## src/rtl/median_window_7.sv

```systemverilog
// median_window_7: 7-deep per-frame sliding window that feeds the
// 7-input median sort network through a valid/ready handshake.
module median_window_7 #(
   parameter int DATA_WIDTH = 32
) (
   input  logic                  clk,
   input  logic                  rst_n,
   input  logic                  in_valid,
   output logic                  in_ready,
   input  logic [DATA_WIDTH-1:0] in_data,
   input  logic                  in_last,
   input  logic                  flush,
   output logic                  win_valid,
   input  logic                  win_ready,
   output logic                  win_last,
   output logic [DATA_WIDTH-1:0] data_0,
   output logic [DATA_WIDTH-1:0] data_1,
   output logic [DATA_WIDTH-1:0] data_2,
   output logic [DATA_WIDTH-1:0] data_3,
   output logic [DATA_WIDTH-1:0] data_4,
   output logic [DATA_WIDTH-1:0] data_5,
   output logic [DATA_WIDTH-1:0] data_6,
   output logic                  short_frame
);

   logic [DATA_WIDTH-1:0] r_tap [7];
   logic [2:0]            r_fill;
   logic                  r_win_valid;
   logic                  r_win_last;
   logic                  r_short;

   logic                  w_acc;
   logic                  w_hs;
   logic                  w_full;
   logic [2:0]            w_fill_n;

   // A pending window that is not being taken blocks the input.
   assign in_ready = ~(r_win_valid & ~win_ready) & ~flush;
   assign w_acc    = in_valid & in_ready;
   assign w_hs     = r_win_valid & win_ready;
   assign w_fill_n = (r_fill == 3'd7) ? 3'd7 : r_fill + 3'd1;
   assign w_full   = (w_fill_n == 3'd7);

   always_ff @(posedge clk or negedge rst_n) begin
      if (!rst_n) begin
         for (int i = 0; i < 7; i++) begin
            r_tap[i] <= '0;
         end
      end else if (w_acc) begin
         for (int i = 0; i < 6; i++) begin
            r_tap[i] <= r_tap[i+1];
         end
         r_tap[6] <= in_data;
      end
   end

   always_ff @(posedge clk or negedge rst_n) begin
      if (!rst_n) begin
         r_fill      <= 3'd0;
         r_win_valid <= 1'b0;
         r_win_last  <= 1'b0;
         r_short     <= 1'b0;
      end else if (flush) begin
         r_fill      <= 3'd0;
         r_win_valid <= 1'b0;
         r_win_last  <= 1'b0;
         r_short     <= 1'b0;
      end else if (w_acc) begin
         r_fill      <= in_last ? 3'd0 : w_fill_n;
         r_win_valid <= w_full;
         r_win_last  <= w_full & in_last;
         r_short     <= in_last & ~w_full;
      end else begin
         r_short <= 1'b0;
         if (w_hs) begin
            r_win_valid <= 1'b0;
            r_win_last  <= 1'b0;
         end
      end
   end

   assign win_valid   = r_win_valid;
   assign win_last    = r_win_last;
   assign short_frame = r_short;
   assign data_0      = r_tap[0];
   assign data_1      = r_tap[1];
   assign data_2      = r_tap[2];
   assign data_3      = r_tap[3];
   assign data_4      = r_tap[4];
   assign data_5      = r_tap[5];
   assign data_6      = r_tap[6];

endmodule

```

## config.mk

```make
export PLATFORM = sky130hd
export DESIGN_NAME = median_window_7
export DESIGN_NICKNAME = d
export VERILOG_FILES = /design/src/rtl/median_window_7.sv
export SDC_FILE = /design/constraint.sdc
export NUM_CORES = 1
export LEC_CHECK = 0
export BUFFER_PORTS_ARGS = -buffer_cell sky130_fd_sc_hd__buf_2
export CORE_AREA = 2 2 119 144
export CTS_CLUSTER_SIZE = 40
export DETAILED_ROUTE_END_ITERATION = 6
export DIE_AREA = 0 0 121 146
export PLACE_DENSITY = 0.91
export SETUP_SLACK_MARGIN = 0.5
export SLEW_MARGIN = 5
export SYNTH_ARGS = -nofsm -noshare
export SYNTH_HDL_FRONTEND = slang
export SYNTH_SLANG_ARGS = --single-unit
```

## constraint.sdc

```tcl
create_clock -name clk -period 3.9 [get_ports clk]
set_clock_uncertainty 0.2 [all_clocks]
set_input_delay 0.39 -clock clk [delete_from_list [all_inputs] [get_ports clk]]
set_output_delay 0.39 -clock clk [all_outputs]
set_load 0.03 [all_outputs]
```

==> results.py, run 1 <==
metrics = {
    "status": {
        "outcome": "completed",
    },
    "critical_path": {
        "r2r_end": "data_6[28]",
        "cp_max_fo": 227,
        "rrSetupSlack_ps": 1650,
        "cp-end-kind": "flop",
        "cp_data_arrival_time_ps": 2510,
        "cp_common_cell": "nand2_1",
        "cp.buffers_inverters": 3,
        "critPathTopFamily": "buffers and inverters",
        "reg2reg_depth": 5,
        "worstPathRequired_ps": 4130,
        "worstSetupPathType": "in -> reg",
        "critical-path-max-stage-delay_ps": 650,
        "critPathLaunchType": "input pin",
        "slowest_stage": "buf_12",
        "cp_cell_sequence": "dlygate4sd3_1 > buf_2 > nor3b_4 > buf_12 > nand2_1 > nand2_1",
        "rr_startpoint": "win_valid",
    },
    "logic_synthesis": {
        "yosysMostFrequentCell": "nand2_1",
        "seq_area_frac_synth_pct": 65.8,
        "syn_nets": 1017,
        "syn_avg_cell_area_um2": 8.94,
        "synth_top_area_cell": "dfrtp_1",
        "synth_cell_types": 18,
        "synthArstFlopShare_pct": 100,
        "synthTopCellsByCount": "nand2_1 (677), dfrtp_1 (230), buf_2 (29)",
        "synthTopCellsByArea": "dfrtp_1 (66%), nand2_1 (29%), buf_2 (1.7%)",
        "synth-edff-count": 0,
        "ys_ff_latch": 230,
        "syn-instance-count": 978,
        "yosys_warnings": 0,
        "synth_ff_type": "dfrtp_1",
        "synth_top_area_share_pct": 65.8,
        "synth.cell_area_mm2": 0.00874,
    },
    "route": {
        "drt-initial-drc-count": 706,
        "wirelength_mm": 23.1,
        "via_count": 7497,
        "routed_via_density": 5.05,
        "drc": 0,
        "drt_first_pass_iters": 7,
        "wl_per_cell_um": 15.6,
        "ant_nets": 0,
    },
    "clock_tree": {
        "clockBufferDepth": 3,
        "h-tree-depth": 1,
        "cts-buffers-inserted": 22,
        "clk_pin_slew_ps": 60,
        "cts_tree": "done",
        "post-cts-setup-buffer-count": 0,
        "cts_root_buf": "clkbuf_16",
        "clock-sinks": 230,
        "clk_latency_ps": 490,
    },
    "finish": {
        "final_nets": 1298,
        "drive_above_1_share_pct": 24.1,
        "fin_cells": 1486,
        "fin_area_mm2": 0.0112,
        "synthToLayoutAreaGrowth_pct": 28.3,
        "diodes": 0,
        "final_core_util_pct": 69.5,
    },
    "hold_path": {
        "hp-start": "win_ready",
        "hold_path_depth": 4,
        "min_to": "win_last",
        "hold_class": "in -> reg",
    },
    "timing": {
        "clock.fmax_ghz": 0.437,
        "post-route-period-util_pct": 58.6,
        "max_slew_margin_pct": 33.6,
        "worst_pin_slew_ps": 995,
        "setup_viol": 0,
        "whs_ps": 22.7,
        "grt_setup_unrepaired": "no",
        "hold_viol": 0,
        "drv_slew": 0,
        "fin_crit_ps": 2290,
        "setup_tns_ps": 0,
    },
    "global_route": {
        "grt_overflow_total": 0,
        "grt_usage_pct": 25.8,
        "grt_max_degree": 228,
        "grt_pass1_wl_mm": 36.8,
        "first_global_vias": 7103,
        "antenna_found_initial": 0,
    },
    "die": {
        "design.die.area_mm2": 0.0177,
        "initial_core_util_pct": 54.1,
        "die_w_um": 121,
        "die_height_um": 146,
        "io_pins": 266,
        "num_rows": 51,
        "core_area_mm2": 0.0161,
    },
    "pwr": {
        "power_density_mw_per_mm2": 641,
        "p_leak_nw": 6.76,
        "ir_drop_mv": 0.437,
    },
    "place": {
        "globalplace.congestion": 0.848,
        "port_buffers": 265,
        "dpl.cell_count": 1411,
        "placed_cell_area_mm2": 0.0101,
        "dp.final_hpwl_mm": 14.2,
    },
    "flow_run": {
        "cap_viol_max_count": 0,
    },
}
-- kinds of logic (layout without fill, tap and decap cells) --
logic type | count (synthesis) | in the layout | synth area share [%]
flip-flops | 230 | 230 | 65.8
adder cells (fa/ha/maj) | 2 | 2 | 0.258
AO/OA/AOI/OAI | 8 | 8 | 0.544
buffers and inverters | 50 | 346 | 3.51
AND/OR/NAND/NOR | 688 | 688 | 29.8
-- power by group --
group / internal [mW] / switching, mW
clock: 1.24 / 0.859
sequential: 2.81 / 0.347
combinational: 0.498 / 1.44
-- layout by cell type, fill, tap and decap left out, types with 2 or more instances in the layout --
cell type / n
nand2_1: 677
buf_2: 264
dfrtp_1: 230
dlygate4sd3_1: 36
clkbuf_16: 23
clkinv_2: 6
a21oi_1: 5
clkbuf_8: 5
clkbuf_1: 4
buf_12: 4
nor2_1: 3
nor2b_1: 2
nand3b_1: 2
nand3_1: 2
buf_4: 2
-- registers in the layout, summed over array words and instances, names as in the netlist --
register / count
data_0: 32
data_1: 32
data_2: 32
data_3: 32
data_4: 32
data_5: 32
data_6: 32
r_fill: 3
short_frame: 1
win_last: 1
win_valid: 1
-- area by class of cell --
type | instances | area [um2]
repair buffers | 307 | 1790
well taps | 212 | 265
clock buffers | 32 | 659
flip-flops and latches | 230 | 5760
clock inverters | 7 | 60.1
fillers | 1161 | 4930
multi-input cells | 698 | 2690
-- metrics by stage --
step | setup slack [ps] | total power, mW
after CTS | 1720 | 7.22
after global routing | 1570 | 7.51
after floorplan | 2200 | 4.37
after global placement | 1820 | 5.02
final | 1610 | 7.19
after detailed placement | 1750 | 5.08
-- what timing repair did --
action	4_1_cts	5_1_grt
resized for setup	0	0
endpoints found under the hold margin	131	0
hold buffers	36	0
-- how the worst max path moves through the flow --
stage                   start  cells past startpoint          to
global route            flush                      6  data_4[25]
CTS                     flush                      6    win_last
global placement        flush                      5    win_last
finish                  flush                      6  data_6[28]
floorplan           win_valid                      7   data_1[0]
detailed placement  win_ready                      6    win_last
-- worst register-to-register path, cell delays in order, from the launching register on --
cell and delay, ps:
dfrtp_1 400, nor2b_1 190, nor3b_4 230, buf_12 650, nand2_1 410, nand2_1 110
-- per-layer routing --
metal,track usage [%],vias to the layer above,part of all wire [%]
met4,11.4,0,4.4
met3,4.23,73,6.8
met1,33.5,3540,38
met2,42.7,361,51
met5,0,-,0
li1,-,3523,-
Note: power is estimated with default switching activity, not from simulation.
==> inputs of run 2 (changes only) <==
--- a/config.mk
+++ b/config.mk
@@ -6,11 +6,11 @@
 export NUM_CORES = 1
 export LEC_CHECK = 0
 export BUFFER_PORTS_ARGS = -buffer_cell sky130_fd_sc_hd__buf_2
-export CORE_AREA = 2 2 119 144
+export CORE_AREA = 2 2 129 157
 export CTS_CLUSTER_SIZE = 40
 export DETAILED_ROUTE_END_ITERATION = 6
-export DIE_AREA = 0 0 121 146
-export PLACE_DENSITY = 0.91
+export DIE_AREA = 0 0 131 159
+export PLACE_DENSITY = 0.83
 export SETUP_SLACK_MARGIN = 0.5
 export SLEW_MARGIN = 5
 export SYNTH_ARGS = -nofsm -noshare
==> constraint.sdc (replaced) <==
create_clock -name clk -period 2 [get_ports clk]
set_clock_uncertainty 0.2 [all_clocks]
set_input_delay 0.2 -clock clk [delete_from_list [all_inputs] [get_ports clk]]
set_output_delay 0.2 -clock clk [all_outputs]
set_load 0.03 [all_outputs]
==> results.py, run 2 (synthesis results as in run 1) <==
metrics = {
    "timing": {
        "max_slew_margin_pct": 58.4,
        "clock.fmax_ghz": 0.541,
        "setup_viol": 0,
        "drv_slew": 0,
        "hold_viol": 2,
        "grt_setup_unrepaired": "yes",
        "worst_pin_slew_ps": 623,
        "whs_ps": -66.3,
        "post-route-period-util_pct": 92.5,
        "fin_crit_ps": 1850,
        "setup_tns_ps": 0,
    },
    "critical_path": {
        "reg2reg_depth": 8,
        "cp_max_fo": 6,
        "worstSetupPathType": "reg -> reg",
        "cp-end-kind": "flop",
        "critPathLaunchType": "flop",
        "worstPathRequired_ps": 2240,
        "cp_data_arrival_time_ps": 2090,
    },
    "finish": {
        "final_core_util_pct": 85.4,
        "regArea_mm2": 0.00577,
        "drive_above_1_share_pct": 52.5,
        "n_fill_cell": 818,
        "multi_input_area_mm2": 0.00361,
        "final_nets": 1584,
        "diodes": 0,
        "final_cell_mix": "nand2_1 (472), buf_4 (280), dfrtp_1 (219)",
        "synthToLayoutAreaGrowth_pct": 88.2,
        "final_common_cell": "nand2_1",
    },
    "die": {
        "initial_core_util_pct": 45.4,
        "core_area_mm2": 0.0193,
        "io_pins": 266,
        "die_w_um": 131,
        "die_height_um": 159,
        "design.die.area_mm2": 0.0208,
        "num_rows": 56,
    },
    "route": {
        "wirelength_mm": 43.1,
        "drt-initial-drc-count": 991,
        "drc": 0,
        "ant_nets": 0,
        "wl_per_cell_um": 23.7,
        "via_count": 10058,
        "routed_via_density": 5.53,
        "drt_first_pass_iters": 5,
    },
    "place": {
        "dp.final_hpwl_mm": 15.7,
        "port_buffers": 265,
        "globalplace.congestion": 0.858,
    },
    "pwr": {
        "p_sw_mw": 6.75,
        "p_int_mw": 11.0,
        "power_frac_clock_pct": 25.2,
        "netSwitchingFraction_pct": 38.0,
        "combPwrFrac_pct": 39.1,
        "power_density_mw_per_mm2": 1080,
        "pwr-share-seq_pct": 35.6,
        "ir_drop_mv": 0.915,
        "p_leak_nw": 9.30,
    },
    "status": {
        "failed_checks": "negative hold slack",
        "outcome": "finished, violations left",
    },
    "hold_path": {
        "hold_class": "in -> reg",
        "hold_path_depth": 4,
    },
    "global_route": {
        "grt_pass1_wl_mm": 44.4,
        "grt_overflow_total": 0,
        "grt_max_degree": 71,
        "grt_usage_pct": 27.2,
        "first_global_vias": 8351,
        "antenna_found_initial": 0,
    },
    "clock_tree": {
        "cts_root_buf": "clkbuf_16",
        "cts-buffers-inserted": 23,
        "cts_tree": "done",
        "h-tree-depth": 1,
        "clk_pin_slew_ps": 70,
        "clock-sinks": 230,
        "clk_latency_ps": 520,
        "clockBufferDepth": 3,
        "cts_hold_buf": 36,
    },
    "flow_run": {
        "cap_viol_max_count": 0,
    },
}
[run 2: worst max-delay path, cell delays in order (launching register included)]
cell and delay (ps):
dfrtp_2 420, nor2b_4 150, nor3b_4 260, buf_6 170
buf_12 150, buf_12 120, clkbuf_16 140, nand2_1 60
nand2_1 100
[run 2: power by group through the flow]
stage               sequential [mW]  combinational, mW  clock [mW]
floorplan                      7.75              0.777           0
global placement               6.17               3.73           0
detailed placement             6.20               3.81           0
CTS                            6.09               4.83        4.34
global route                   6.39               7.21        4.68
finish                         6.33               6.95        4.48
[run 2: area by class of cell]
type                       instances  area share, %
clock buffer                      31           3.92
clock inverter                     8          0.593
multi-input combinational        698           22.0
sequential                       230           35.1
tap                              261           1.99
timing repair buffer             592           36.5
[run 2: path summary, 6_finish.rpt]
kind | from | to | slack [ps]
max | win_valid | data_3[23] | 150
min | win_ready | win_valid | -70
max reg2reg | win_valid | data_3[23] | 150
min reg2reg | data_0[17] | data_0[17] | 270
max in group asynchronous | rst_n | data_0[11] | 880
min in group asynchronous | rst_n | data_6[9] | 50
[run 2: through the flow]
step	std cells	cell area, um2	setup slack, ps	hold slack (ps)	power, mW
3_5_place_dp	1481	10600	253	21.6	10.0
6_report	1820	16400	150	-66.3	17.8
5_1_grt	1820	16400	126	-92.3	18.3
4_1_cts	1649	13100	266	-163	15.3
2_1_floorplan	978	8760	410	-296	8.53
3_3_place_gp	1481	10600	313	21.6	9.90
[run 2: routing by layer]
| layer | track usage [%] | wire, um | up-vias |
|---|---|---|---|
| met2 | 45.3 | 21400 | 761 |
| met1 | 33.3 | 13800 | 4900 |
| met4 | 15.4 | 4140 | 0 |
| li1 | - | - | 4110 |
| met5 | 0 | 0 | - |
| met3 | 4.17 | 3860 | 287 |
[run 2: timing repair]
| action | in CTS | in global routing |
|---|---|---|
| hold endpoints to repair | 268 | 2 |
| gates cloned | 9 | 29 |
| setup endpoints to repair | 363 | 419 |
| buffers inserted | 84 | 142 |
| resized for setup | 196 | 579 |
| pin swaps | 17 | 189 |
==> inputs of run 3 (changes only) <==
--- a/config.mk
+++ b/config.mk
@@ -6,10 +6,10 @@
 export NUM_CORES = 1
 export LEC_CHECK = 0
 export BUFFER_PORTS_ARGS = -buffer_cell sky130_fd_sc_hd__buf_2
-export CORE_AREA = 2 2 129 157
+export CORE_AREA = 4 4 131 159
 export CTS_CLUSTER_SIZE = 40
 export DETAILED_ROUTE_END_ITERATION = 6
-export DIE_AREA = 0 0 131 159
+export DIE_AREA = 0 0 135 163
 export PLACE_DENSITY = 0.83
 export SETUP_SLACK_MARGIN = 0.5
 export SLEW_MARGIN = 5
==> results.py, run 3 (synthesis results as in run 1) <==
metrics = {
    "critical_path": {
        "rrSetupSlack_ps": 130,
        "cp_cell_sequence": "nor2b_4 > nor3b_4 > buf_12 > buf_12 > buf_4 > nand2_1 > nand2_1",
        "reg2reg_depth": 7,
        "worstSetupPathType": "reg -> reg",
        "rr_startpoint": "win_valid",
        "worst-path-stages": 7,
        "worstPathRequired_ps": 2230,
        "endpoint": "data_2[15]",
        "critPathLaunchType": "flop",
        "critical-path-max-stage-delay_ps": 430,
        "slowest_stage": "dfrtp_2",
        "crit_start": "win_valid",
        "cp_data_arrival_time_ps": 2100,
        "r2r_end": "data_2[15]",
        "critPathTopFamily": "simple AND/OR/NAND/NOR gates",
        "cp.buffers_inverters": 3,
        "cp-end-kind": "flop",
        "cp_max_fo": 9,
    },
    "timing": {
        "whs_ps": -121,
        "grt_setup_unrepaired": "yes",
        "fin_crit_ps": 1870,
        "post-route-period-util_pct": 93.3,
        "setup_tns_ps": 0,
        "clock.fmax_ghz": 0.536,
        "drv_slew": 0,
        "max_slew_margin_pct": 69.7,
        "setup_viol": 0,
        "hold_viol": 2,
        "worst_pin_slew_ps": 454,
    },
    "clock_tree": {
        "cts-buffers-inserted": 23,
        "cts_hold_buf": 36,
        "cts_root_buf": "clkbuf_16",
        "cts_tree": "done",
        "clk_latency_ps": 500,
        "clock-sinks": 230,
        "clockBufferDepth": 3,
        "h-tree-depth": 1,
        "clk_pin_slew_ps": 70,
    },
    "die": {
        "die_w_um": 135,
        "initial_core_util_pct": 45.4,
        "core_area_mm2": 0.0193,
        "die_height_um": 163,
        "design.die.area_mm2": 0.0220,
        "io_pins": 266,
        "num_rows": 56,
    },
    "finish": {
        "final_nets": 1552,
        "drive_above_1_share_pct": 46.2,
        "diodes": 0,
        "n_fill_cell": 948,
        "synthToLayoutAreaGrowth_pct": 79.0,
        "final_common_cell": "nand2_1",
        "final_core_util_pct": 81.2,
        "final_cell_mix": "nand2_1 (550), buf_4 (290), dfrtp_1 (221)",
    },
    "route": {
        "drt_first_pass_iters": 7,
        "routed_via_density": 5.46,
        "via_count": 9755,
        "wirelength_mm": 41.1,
        "ant_nets": 0,
        "drc": 0,
        "wl_per_cell_um": 23.0,
        "drt-initial-drc-count": 940,
    },
    "global_route": {
        "grt_usage_pct": 29.3,
        "antenna_found_initial": 0,
        "first_global_vias": 8972,
        "grt_pass1_wl_mm": 50.2,
        "grt_overflow_total": 0,
        "grt_max_degree": 52,
    },
    "pwr": {
        "p_leak_nw": 8.96,
        "p_sw_mw": 6.39,
        "ir_drop_mv": 0.812,
        "combPwrFrac_pct": 37.2,
        "power_density_mw_per_mm2": 1090,
        "pwr-share-seq_pct": 36.5,
        "netSwitchingFraction_pct": 37.3,
        "power_frac_clock_pct": 26.2,
        "finalPower_mw": 17.1,
        "p_int_mw": 10.8,
    },
    "place": {
        "port_buffers": 265,
        "dp.final_hpwl_mm": 15.9,
        "globalplace.congestion": 0.820,
    },
    "status": {
        "failed_checks": "negative hold slack",
        "outcome": "finished, violations left",
    },
    "flow_run": {
        "cap_viol_max_count": 0,
    },
    "hold_path": {
        "hold_path_depth": 4,
        "hold_class": "in -> reg",
    },
}
run 3: repair_timing:
action                                  4_1_cts  5_1_grt
gates resized for setup                     252      365
cloned                                       29        6
endpoints found under the setup margin      333      379
endpoints found under the hold margin       268        2
buffers inserted                             94      107
pin swaps                                    79       64
run 3: per-stage QoR:
| step | setup WS (ps) | instance area [um2] | cells |
|---|---|---|---|
| final | 134 | 15700 | 1788 |
| after global routing | 108 | 15700 | 1788 |
| after CTS | 264 | 13800 | 1675 |
| after detailed placement | 247 | 10400 | 1477 |
| after global placement | 289 | 10400 | 1477 |
| after floorplan | 410 | 8760 | 978 |
run 3: metal layers:
layer | up-vias | global-route usage [%] | part of all wire (%)
li1 | 4049 | - | -
met2 | 700 | 49.5 | 50
met4 | 0 | 17.4 | 8.8
met3 | 237 | 4.11 | 7.7
met5 | - | 0 | 0
met1 | 4769 | 35.7 | 33
run 3: worst min path at each step:
| stage | start | end | slack (ps) |
|---|---|---|---|
| floorplan | rst_n | data_0[0] | -300 |
| global placement | rst_n | data_0[14] | -50 |
| detailed placement | rst_n | data_2[19] | -40 |
| CTS | win_ready | win_last | -170 |
| global route | win_ready | win_last | -110 |
| finish | win_ready | win_last | -120 |
run 3: final cells by class:
| class | count | area, um2 | area share (%) |
|---|---|---|---|
| Tap cell | 261 | 327 | 2.09 |
| Clock buffer | 33 | 683 | 4.37 |
| Sequential cell | 230 | 5770 | 36.8 |
| Clock inverter | 6 | 83.8 | 0.536 |
| Multi-Input combinational cell | 698 | 3250 | 20.8 |
| Timing Repair Buffer | 560 | 5540 | 35.4 |
run 3: power groups by stage:
| stage | clock network [mW] | registers, mW | logic [mW] |
|---|---|---|---|
| finish | 4.49 | 6.26 | 6.38 |
| global route | 4.71 | 6.31 | 6.63 |
| CTS | 4.45 | 6.09 | 4.97 |
| detailed placement | 0 | 6.20 | 3.79 |
| global placement | 0 | 6.17 | 3.72 |
| floorplan | 0 | 7.75 | 0.777 |
run 3: worst register-to-register path, delay by kind of cell, from the launching register on:
family / cells / cell delay [ps]
AND/OR/NAND/NOR: 4 / 590
buffers and inverters: 3 / 560
flip-flops: 1 / 430
